--- config.mk ---
export PLATFORM = sky130hd
export DESIGN_NAME = sobel_gradient
export DESIGN_NICKNAME = d
export VERILOG_FILES = /design/src/rtl/sobel_pkg.sv /design/src/rtl/sobel_out_fifo.sv /design/src/rtl/sobel_gradient.sv
export SDC_FILE = /design/constraint.sdc
export NUM_CORES = 1
export LEC_CHECK = 0
export BUFFER_PORTS_ARGS = -buffer_cell sky130_fd_sc_hd__clkbuf_2
export CAP_MARGIN = 20
export CORE_ASPECT_RATIO = 1.5
export CORE_UTILIZATION = 62
export DETAILED_ROUTE_END_ITERATION = 10
export PLACE_DENSITY = 0.93
export RECOVER_POWER = 50
export SETUP_SLACK_MARGIN = 0.1
export SYNTH_ARGS = -nofsm -noshare
export SYNTH_HDL_FRONTEND = slang
export SYNTH_SLANG_ARGS = --single-unit
export TNS_END_PERCENT = 50
--- constraint.sdc ---
create_clock -name clk -period 6.6 [get_ports clk]
set_input_delay 0.66 -clock clk [delete_from_list [all_inputs] [get_ports clk]]
set_output_delay 0.66 -clock clk [all_outputs]
set_load 0.05 [all_outputs]
--- src/rtl/sobel_pkg.sv ---
// Shared types and helpers for the Sobel gradient datapath.
// Window layout is [row][col] with row 0 on top and col 0 the right-most pixel.
package sobel_pkg;

    typedef logic [7:0] pixel_t;
    typedef pixel_t [2:0][2:0] window_t;
    typedef logic signed [10:0] grad_t;

    localparam pixel_t PIX_MAX = 8'd255;

    // a + 2b + c for one kernel column/row; the maximum of 1020 fits in 10 bits.
    function automatic logic [9:0] weighted_sum(input pixel_t a, input pixel_t b, input pixel_t c);
        return {2'b00, a} + {1'b0, b, 1'b0} + {2'b00, c};
    endfunction

    function automatic logic [9:0] abs_grad(input grad_t g);
        grad_t neg;
        neg = -g;
        return g[10] ? neg[9:0] : g[9:0];
    endfunction

endpackage

--- src/rtl/sobel_out_fifo.sv ---
// Small synchronous FIFO buffering edge pixels toward the output writer.
// Pointers wrap naturally because the depth is a power of two.
module sobel_out_fifo #(
    parameter int DEPTH = 4,
    parameter int WIDTH = 8
) (
    input  logic                       clk,
    input  logic                       rst,
    input  logic                       push,
    input  logic                       pop,
    input  logic [WIDTH-1:0]           wr_data,
    output logic [WIDTH-1:0]           rd_data,
    output logic [$clog2(DEPTH):0]     count,
    output logic                       empty,
    output logic                       full
);

    localparam int AW = $clog2(DEPTH);

    logic [WIDTH-1:0] mem [DEPTH];
    logic [AW-1:0]    wr_ptr;
    logic [AW-1:0]    rd_ptr;
    logic             do_push;
    logic             do_pop;

    assign empty   = (count == '0);
    assign full    = (count == (AW+1)'(DEPTH));
    assign do_push = push & ~full;
    assign do_pop  = pop & ~empty;
    assign rd_data = mem[rd_ptr];

    always_ff @(posedge clk) begin
        if (rst) begin
            wr_ptr <= '0;
            rd_ptr <= '0;
            count  <= '0;
        end else begin
            if (do_push) wr_ptr <= wr_ptr + 1'b1;
            if (do_pop)  rd_ptr <= rd_ptr + 1'b1;
            if (do_push && !do_pop)      count <= count + 1'b1;
            else if (do_pop && !do_push) count <= count - 1'b1;
        end
    end

    always_ff @(posedge clk) begin
        if (do_push) mem[wr_ptr] <= wr_data;
    end

endmodule

--- src/rtl/sobel_gradient.sv ---
// Three-stage Sobel magnitude pipeline feeding an output FIFO.
// Upstream is throttled by a credit check so the pipeline itself never stalls.
module sobel_gradient
    import sobel_pkg::*;
#(
    parameter int FIFO_DEPTH = 4,
    parameter int CNT_W      = 16
) (
    input  logic             clk,
    input  logic             rst,
    input  window_t          sobel_matrix,
    input  logic             sobel_ready,
    input  logic             thresh_en,
    input  logic [7:0]       threshold,
    output logic             calc_busy,
    output logic             out_valid,
    input  logic             out_ready,
    output logic [7:0]       out_data,
    output logic [CNT_W-1:0] pixel_count,
    output logic             overflow
);

    localparam int CW = $clog2(FIFO_DEPTH);

    logic            accept;
    logic            v1;
    logic            v2;
    grad_t           gx_q;
    grad_t           gy_q;
    logic            ten1;
    logic            ten2;
    pixel_t          thr1;
    pixel_t          thr2;
    logic [10:0]     mag_q;
    pixel_t          pix;
    logic            pop;
    logic [CW:0]     fifo_count;
    logic [CW+1:0]   credit_sum;
    logic            fifo_empty;
    logic            fifo_full;
    pixel_t          fifo_head;
    logic            unused_center;

    // The centre pixel has zero weight in both kernels.
    assign unused_center = ^sobel_matrix[1][1];

    assign credit_sum = {1'b0, fifo_count} + (CW+2)'(v1) + (CW+2)'(v2);
    assign calc_busy  = credit_sum >= (CW+2)'(FIFO_DEPTH);
    assign accept     = sobel_ready & ~calc_busy;

    always_ff @(posedge clk) begin
        if (rst) begin
            v1 <= 1'b0;
            v2 <= 1'b0;
        end else begin
            v1 <= accept;
            v2 <= v1;
        end
    end

    always_ff @(posedge clk) begin
        if (accept) begin
            gx_q <= $signed({1'b0, weighted_sum(sobel_matrix[0][0], sobel_matrix[1][0], sobel_matrix[2][0])})
                  - $signed({1'b0, weighted_sum(sobel_matrix[0][2], sobel_matrix[1][2], sobel_matrix[2][2])});
            gy_q <= $signed({1'b0, weighted_sum(sobel_matrix[2][0], sobel_matrix[2][1], sobel_matrix[2][2])})
                  - $signed({1'b0, weighted_sum(sobel_matrix[0][0], sobel_matrix[0][1], sobel_matrix[0][2])});
            ten1 <= thresh_en;
            thr1 <= threshold;
        end
        mag_q <= {1'b0, abs_grad(gx_q)} + {1'b0, abs_grad(gy_q)};
        ten2  <= ten1;
        thr2  <= thr1;
    end

    always_comb begin
        pix = mag_q[7:0];
        if (ten2) begin
            pix = (mag_q >= {3'b000, thr2}) ? PIX_MAX : 8'd0;
        end else if (mag_q > 11'd255) begin
            pix = PIX_MAX;
        end
    end

    assign pop       = out_valid & out_ready;
    assign out_valid = ~fifo_empty;
    assign out_data  = fifo_empty ? 8'd0 : fifo_head;

    sobel_out_fifo #(
        .DEPTH (FIFO_DEPTH),
        .WIDTH (8)
    ) u_fifo (
        .clk     (clk),
        .rst     (rst),
        .push    (v2 & ~fifo_full),
        .pop     (pop),
        .wr_data (pix),
        .rd_data (fifo_head),
        .count   (fifo_count),
        .empty   (fifo_empty),
        .full    (fifo_full)
    );

    always_ff @(posedge clk) begin
        if (rst) begin
            pixel_count <= '0;
            overflow    <= 1'b0;
        end else begin
            if (pop) pixel_count <= pixel_count + 1'b1;
            if (sobel_ready && calc_busy) overflow <= 1'b1;
        end
    end

endmodule
# --- Word level (Yosys, flattened, before mapping) ---
# Memory sizes are Yosys's and may differ from the RTL's. A register that Yosys moved wholly into a read port is not among the register bits.
# Cells that the tools add are included.
totals:
  elab_cells: 66
  inputBits: 85
  mem_count: 1
  output_inout_bits: 27
  register_bits: 77
  ramBits: 32
classes:
  n_eq_ne: 1
  add_sub_neg: 20
  n_bitwise: 8
  n_mux: 12
  magnitude_cmp: 3
  reduce_logical: 7
memory_table:
  columns: ["name", "words", "word_bits", "read_ports", "rd_ports_with_merged_regs", "wr", "line_no", "text"]
  rows:
  - ["u_fifo.mem", 4, 8, 1, 1, 1, "sobel_out_fifo.sv:20", "logic [WIDTH-1:0] mem [DEPTH];"]
ops:
  columns: ["op", "n"]
  rows:
  - ["adder 10 x 8 -> 10 bit", 4]
  - ["adder 8 x 9 -> 10 bit", 4]
  - ["2-to-1 mux 8 bit", 4]
  - ["subtractor 10 x 10 -> 11 bit", 2]
  - ["2-to-1 mux 10 bit", 2]
  - ["negator 10 bit", 2]
  - ["adder 16 x 1 -> 16 bit (second input constant)", 1]
  - ["adder 10 x 10 -> 11 bit", 1]
  - ["greater-or-equal comparator 11 x 8 -> 1 bit", 1]
  - ["greater-than comparator 11 x 8 -> 1 bit (second input constant)", 1]
  - ["2-to-1 mux 3 bit", 2]
  - ["AND 1 bit", 5]
  - ["adder 2 x 1 -> 2 bit (second input constant)", 2]
  - ["adder 3 x 1 -> 4 bit", 1]
  - ["adder 4 x 1 -> 4 bit", 1]
  - ["greater-or-equal comparator 4 x 3 -> 1 bit (second input constant)", 1]
  - ["2-to-1 mux 2 bit", 2]
  - ["adder 3 x 1 -> 3 bit (second input constant)", 1]
  - ["equality test 3 bit (second input constant)", 1]
  - ["logical AND 1 bit", 3]
  - ["zero test 3 bit", 1]
  - ["NOT 1 bit", 3]
  - ["subtractor 3 x 1 -> 3 bit (second input constant)", 1]
  - ["zero test 1 bit", 2]
  - ["other kinds (2)", 3]

# --- Logic depth before layout (Yosys ltp) ---
logic_depth:
  ltp_word: 8
  mapped_depth: 14
  depth_no_buf: 14

# --- Modules after synthesis ---
# A second synthesis with hierarchy kept.
hier_totals:
  cells_unflattened: 647
  hier_area_um2: 7196.9
modules_own_cells:
  columns: ["module", "cells_per_inst", "area_per_inst_um2", "instances"]
  rows:
  - ["sobel_gradient", 557, 5576.6, 1]
  - ["sobel_out_fifo", 90, 1620.3, 1]

# --- Worst setup path after synthesis ---
# Ideal clock, no wire load.
synth_path:
  kind: "input to register"
  from: "in sobel_matrix[2] (netlist name)"
  to: "reg gy_q[9] (data pin)"
  arrival_ns: 3.795
  setup_slack_ns: 2.546
  stages: 12
  setup_ns: 0.259
  cell_sequence: "inv_1 > fa_1 > fa_1 > inv_1 > fa_1 > inv_1 > fa_1 > a211oi_1 > nor2_1 > or4_1 > o21ai_0 > xnor2_1"
synth_via:
  elab_chain_len: 3
synth_rtl:
  columns: ["element", "line_no", "text"]
  rows:
  - ["from (decl)", "sobel_gradient.sv:11", "input window_t sobel_matrix,"]
  - ["adder 8 x 9 -> 10 bit", "sobel_pkg.sv:13", "return {2'b00, a} + {1'b0, b, 1'b0} + {2'b00, c};"]
  - ["adder 10 x 8 -> 10 bit", "sobel_pkg.sv:13", null]
  - ["subtractor 10 x 10 -> 11 bit", "sobel_gradient.sv:66", "- $signed({1'b0, weighted_sum(sobel_matrix[0][0], sobel_matrix[0][1], sobel_matrix[0][2])});"]
  - ["to (signal assigned)", "sobel_gradient.sv:65", "gy_q <= $signed({1'b0, weighted_sum(sobel_matrix[2][0], sobel_matrix[2][1], sobel_matrix[2][2])})"]
  - ["to (decl)", "sobel_gradient.sv:29", "grad_t gy_q;"]
# No other way between the ends.
# A chain may end at the register's enable or synchronous reset.

# --- Final worst setup path ---
# Same ends and word-level chain as after synthesis.

==> qor.csv <==
metric,value,unit
outcome,finished with violations,
failed_checks,"capacitance limit, slew limit",
regToRegSetupSlack,3.77,ns
cp-start-kind,input pin,
synth_adder_area_share,0.264,
crit_path_frequent_cell,fa_1,
ctsLongestPathBuffers,2,
ys_types,48,
synth_seq_cells,111,
cpPeakStageDelay,0.55,ns
min_from,thr1[2]$_DFFE_PP_,
whs,0.342,ns
grt_max_degree,32,
core.rowCount,48,
cap_viol_max_count,1,
async_reset_ff_frac,0,
drt_iter0_drc,145,
seq_area_frac_synth,0.392,
slew_headroom,-0.0939,
grtUsageTotal,0.239,
crit_required,6.69,ns
fin_ws,2.61,ns
fmax,0.251,GHz
rsz0062_at_grt,no,
path_cells,clkbuf_2 -> inv_1 -> fa_1 -> fa_1 -> inv_1 -> fa_1 -> inv_1 -> fa_1 -> a211oi_1 -> nor2_1 -> or4_1 -> o21ai_0 -> xnor2_1,
cts.sinks,111,
clkLatencyLatePin,0.35,ns
die_area,12200,um^2
synth_fp_nets,866,
crit_arrival,4.08,ns
fin_crit,3.99,ns
ff2ff_path_depth,12,
h-tree-depth,3,
pin_count,112,
synth-compound-area-share,0.0753,
end_kind,flip-flop,
clk_pin_slew_worst_paths,0.07,ns
pre_cts_ws,2.26,ns
hold_class,reg2reg,
postCtsHoldBufs,0,
dpl.hpwl,11200,um
placement.io_buffers,103,
finalClockSkew,0.00751,ns
setup_viol,0,
syn_area,7270,um^2
syn_avg_cell_area,10.9,um^2
p_leak,3.75,nW
synth_xor_area_frac,0.0650,
tritoncts,built,
cp_max_fo,3,
post_cts_resized,0,
routed_via_density,5.32,
final_hold_viol_count,0,
grt_overflow,0,
min_delay_path_depth,0,
ys.flop_type,edfxtp_1,
final_max_slew_viol_count,32,
cts_setup_buffers,0,
timing.final.crit_share,0.604,
synth_top_family_by_area,adder cells,
vias,4925,
r2r-start,gx_q[0]$_DFFE_PP_,
p_per_area,474,nW/um^2
wl_per_cell,14.6,um
slowest_stage,fa_1,
final_layout_size_suffix_gt1_frac,0.147,
ir_drop,0.257,mV
nets,971,
die_w,90.4,um
synth_simple_gate_area_frac,0.0855,
ant_nets,0,
reg2reg_to,mag_q[10]$_DFF_P_,
gp_congestion,0.854,
worstHoldEndpoint,thr2[2]$_DFF_P_,
firstDrtPassIters,6,
routed_wl,13500,um
grt_pass1_vias,5230,
cts_made_buffers,9,
area_growth,12.3,%
post-route-drc-count,0,
critPathKind,in2reg,
tightest_slew,1.64,ns
initial_utilization,0.634,
die_h,135,um
fin_tns_setup,0,ns
grt_first_pass_wirelength,22500,um
yosys_warnings,0,
muxShareOfSynthArea,0.0289,
synth_edf_count,63,
ctsRootBufferMaster,clkbuf_16,
finalPower,3.87,mW
syn-instance-count,666,
antenna_found_initial,0,
diodes,0,
core_area,11500,um^2
final_util,0.712,
==> how the worst max path moves through the flow <==
stage	start	to	slack, ns
global placement	sobel_matrix[2]	gy_q[9]$_DFFE_PP_	2.37
finish	sobel_matrix[2]	gy_q[9]$_DFFE_PP_	2.61
CTS	sobel_matrix[2]	gy_q[9]$_DFFE_PP_	2.63
global route	sobel_matrix[2]	gy_q[9]$_DFFE_PP_	2.49
floorplan	sobel_matrix[2]	gy_q[9]$_DFFE_PP_	2.55
detailed placement	sobel_matrix[2]	gy_q[9]$_DFFE_PP_	2.26
==> synthesized netlist by cell type (4+ instances only) <==
cell type,number,area share
a211oi_1,6,0.0062
a21o_1,8,0.0083
a21oi_1,15,0.010
and2_1,6,0.0052
and3_1,6,0.0052
clkbuf_1,8,0.0041
dfxtp_1,48,0.13
edfxtp_1,63,0.26
fa_1,64,0.18
ha_1,51,0.088
inv_1,159,0.082
mux4_2,8,0.025
nand2_1,22,0.011
nand2b_1,4,0.0034
nand3_1,10,0.0069
nor2_1,41,0.021
nor2b_1,11,0.0095
nor3_1,8,0.0055
o21a_1,10,0.010
o21ai_0,20,0.014
o31ai_1,6,0.0062
or3_1,5,0.0043
xnor2_1,40,0.048
xor2_1,14,0.017
==> area by class of cell <==
class                   instances  area, um^2
multi-input cells             385        3760
fillers                       787        3300
flip-flops and latches        111        2850
inverters                     160         602
repair buffers                104         494
clock buffers                   9         225
well taps                     150         188
clock inverters                 7        48.8
==> through the flow <==
| step | instances | area, um^2 |
|---|---|---|
| after detailed placement | 910 | 7940 |
| after global placement | 910 | 7940 |
| final | 926 | 8170 |
| after CTS | 926 | 8220 |
| after global routing | 926 | 8170 |
| after floorplan | 666 | 7270 |
==> metal layers <==
layer,track usage,share of wire,up-vias
met5,0,0,-
met2,0.510,0.61,144
met3,0.0327,0.027,36
met1,0.212,0.33,2384
li1,-,-,2361
met4,0.108,0.035,0
==> cell usage in the layout, fill, tap and decap left out, drive strengths merged, types with 6 or more instances in the layout <==
cell and instances:
fa 64, o21a 10, nor2 41, nor3 8
o21ai 20, nor2b 11, edfxtp 63, xor2 14
nand2 22, o31ai 6, a21oi 15, dfxtp 48
xnor2 40, ha 51, a21o 8, mux4 8
and3 6, clkbuf 113, a211oi 6, inv 160
and2 6, nand3 10
==> where the power goes <==
| group | leakage, nW | total [mW] | internal, mW | switching, mW |
|---|---|---|---|---|
| Clock | 0.136 | 0.495 | 0.256 | 0.239 |
| Combinational | 2.65 | 2.25 | 0.946 | 1.30 |
| Sequential | 0.968 | 1.13 | 1.00 | 0.130 |
==> worst max-delay path, delay by kind of cell <==
family / cells / cell delay, ns
AO/OA/AOI/OAI: 2 / 0.39
XOR/XNOR: 1 / 0.11
adder cells (fa/ha/maj): 4 / 2.06
buffers and inverters: 4 / 0.27
AND/OR/NAND/NOR: 2 / 0.59
==> flip-flops by register name, summed over array words and instances (netlist names), named ones only <==
name and count:
v2 1, mag_q 11, pixel_count 16, gy_q 11, ten1 1, u_fifo.rd_ptr 2, u_fifo.count 3, ten2 1
u_fifo.wr_ptr 2, gx_q 11, thr2 8, v1 1, overflow 1, u_fifo.mem 32, thr1 8
==> logic make-up after synthesis <==
group                      after synthesis
AOI/OAI and AO/OA                       81
xor gates and xnor gates                54
buffers and inverters                  170
muxes                                   11
DFF                                    111
and+or+nand+nor                        124
adders and majority gates              115
Power figures use the tool's default switching activity.
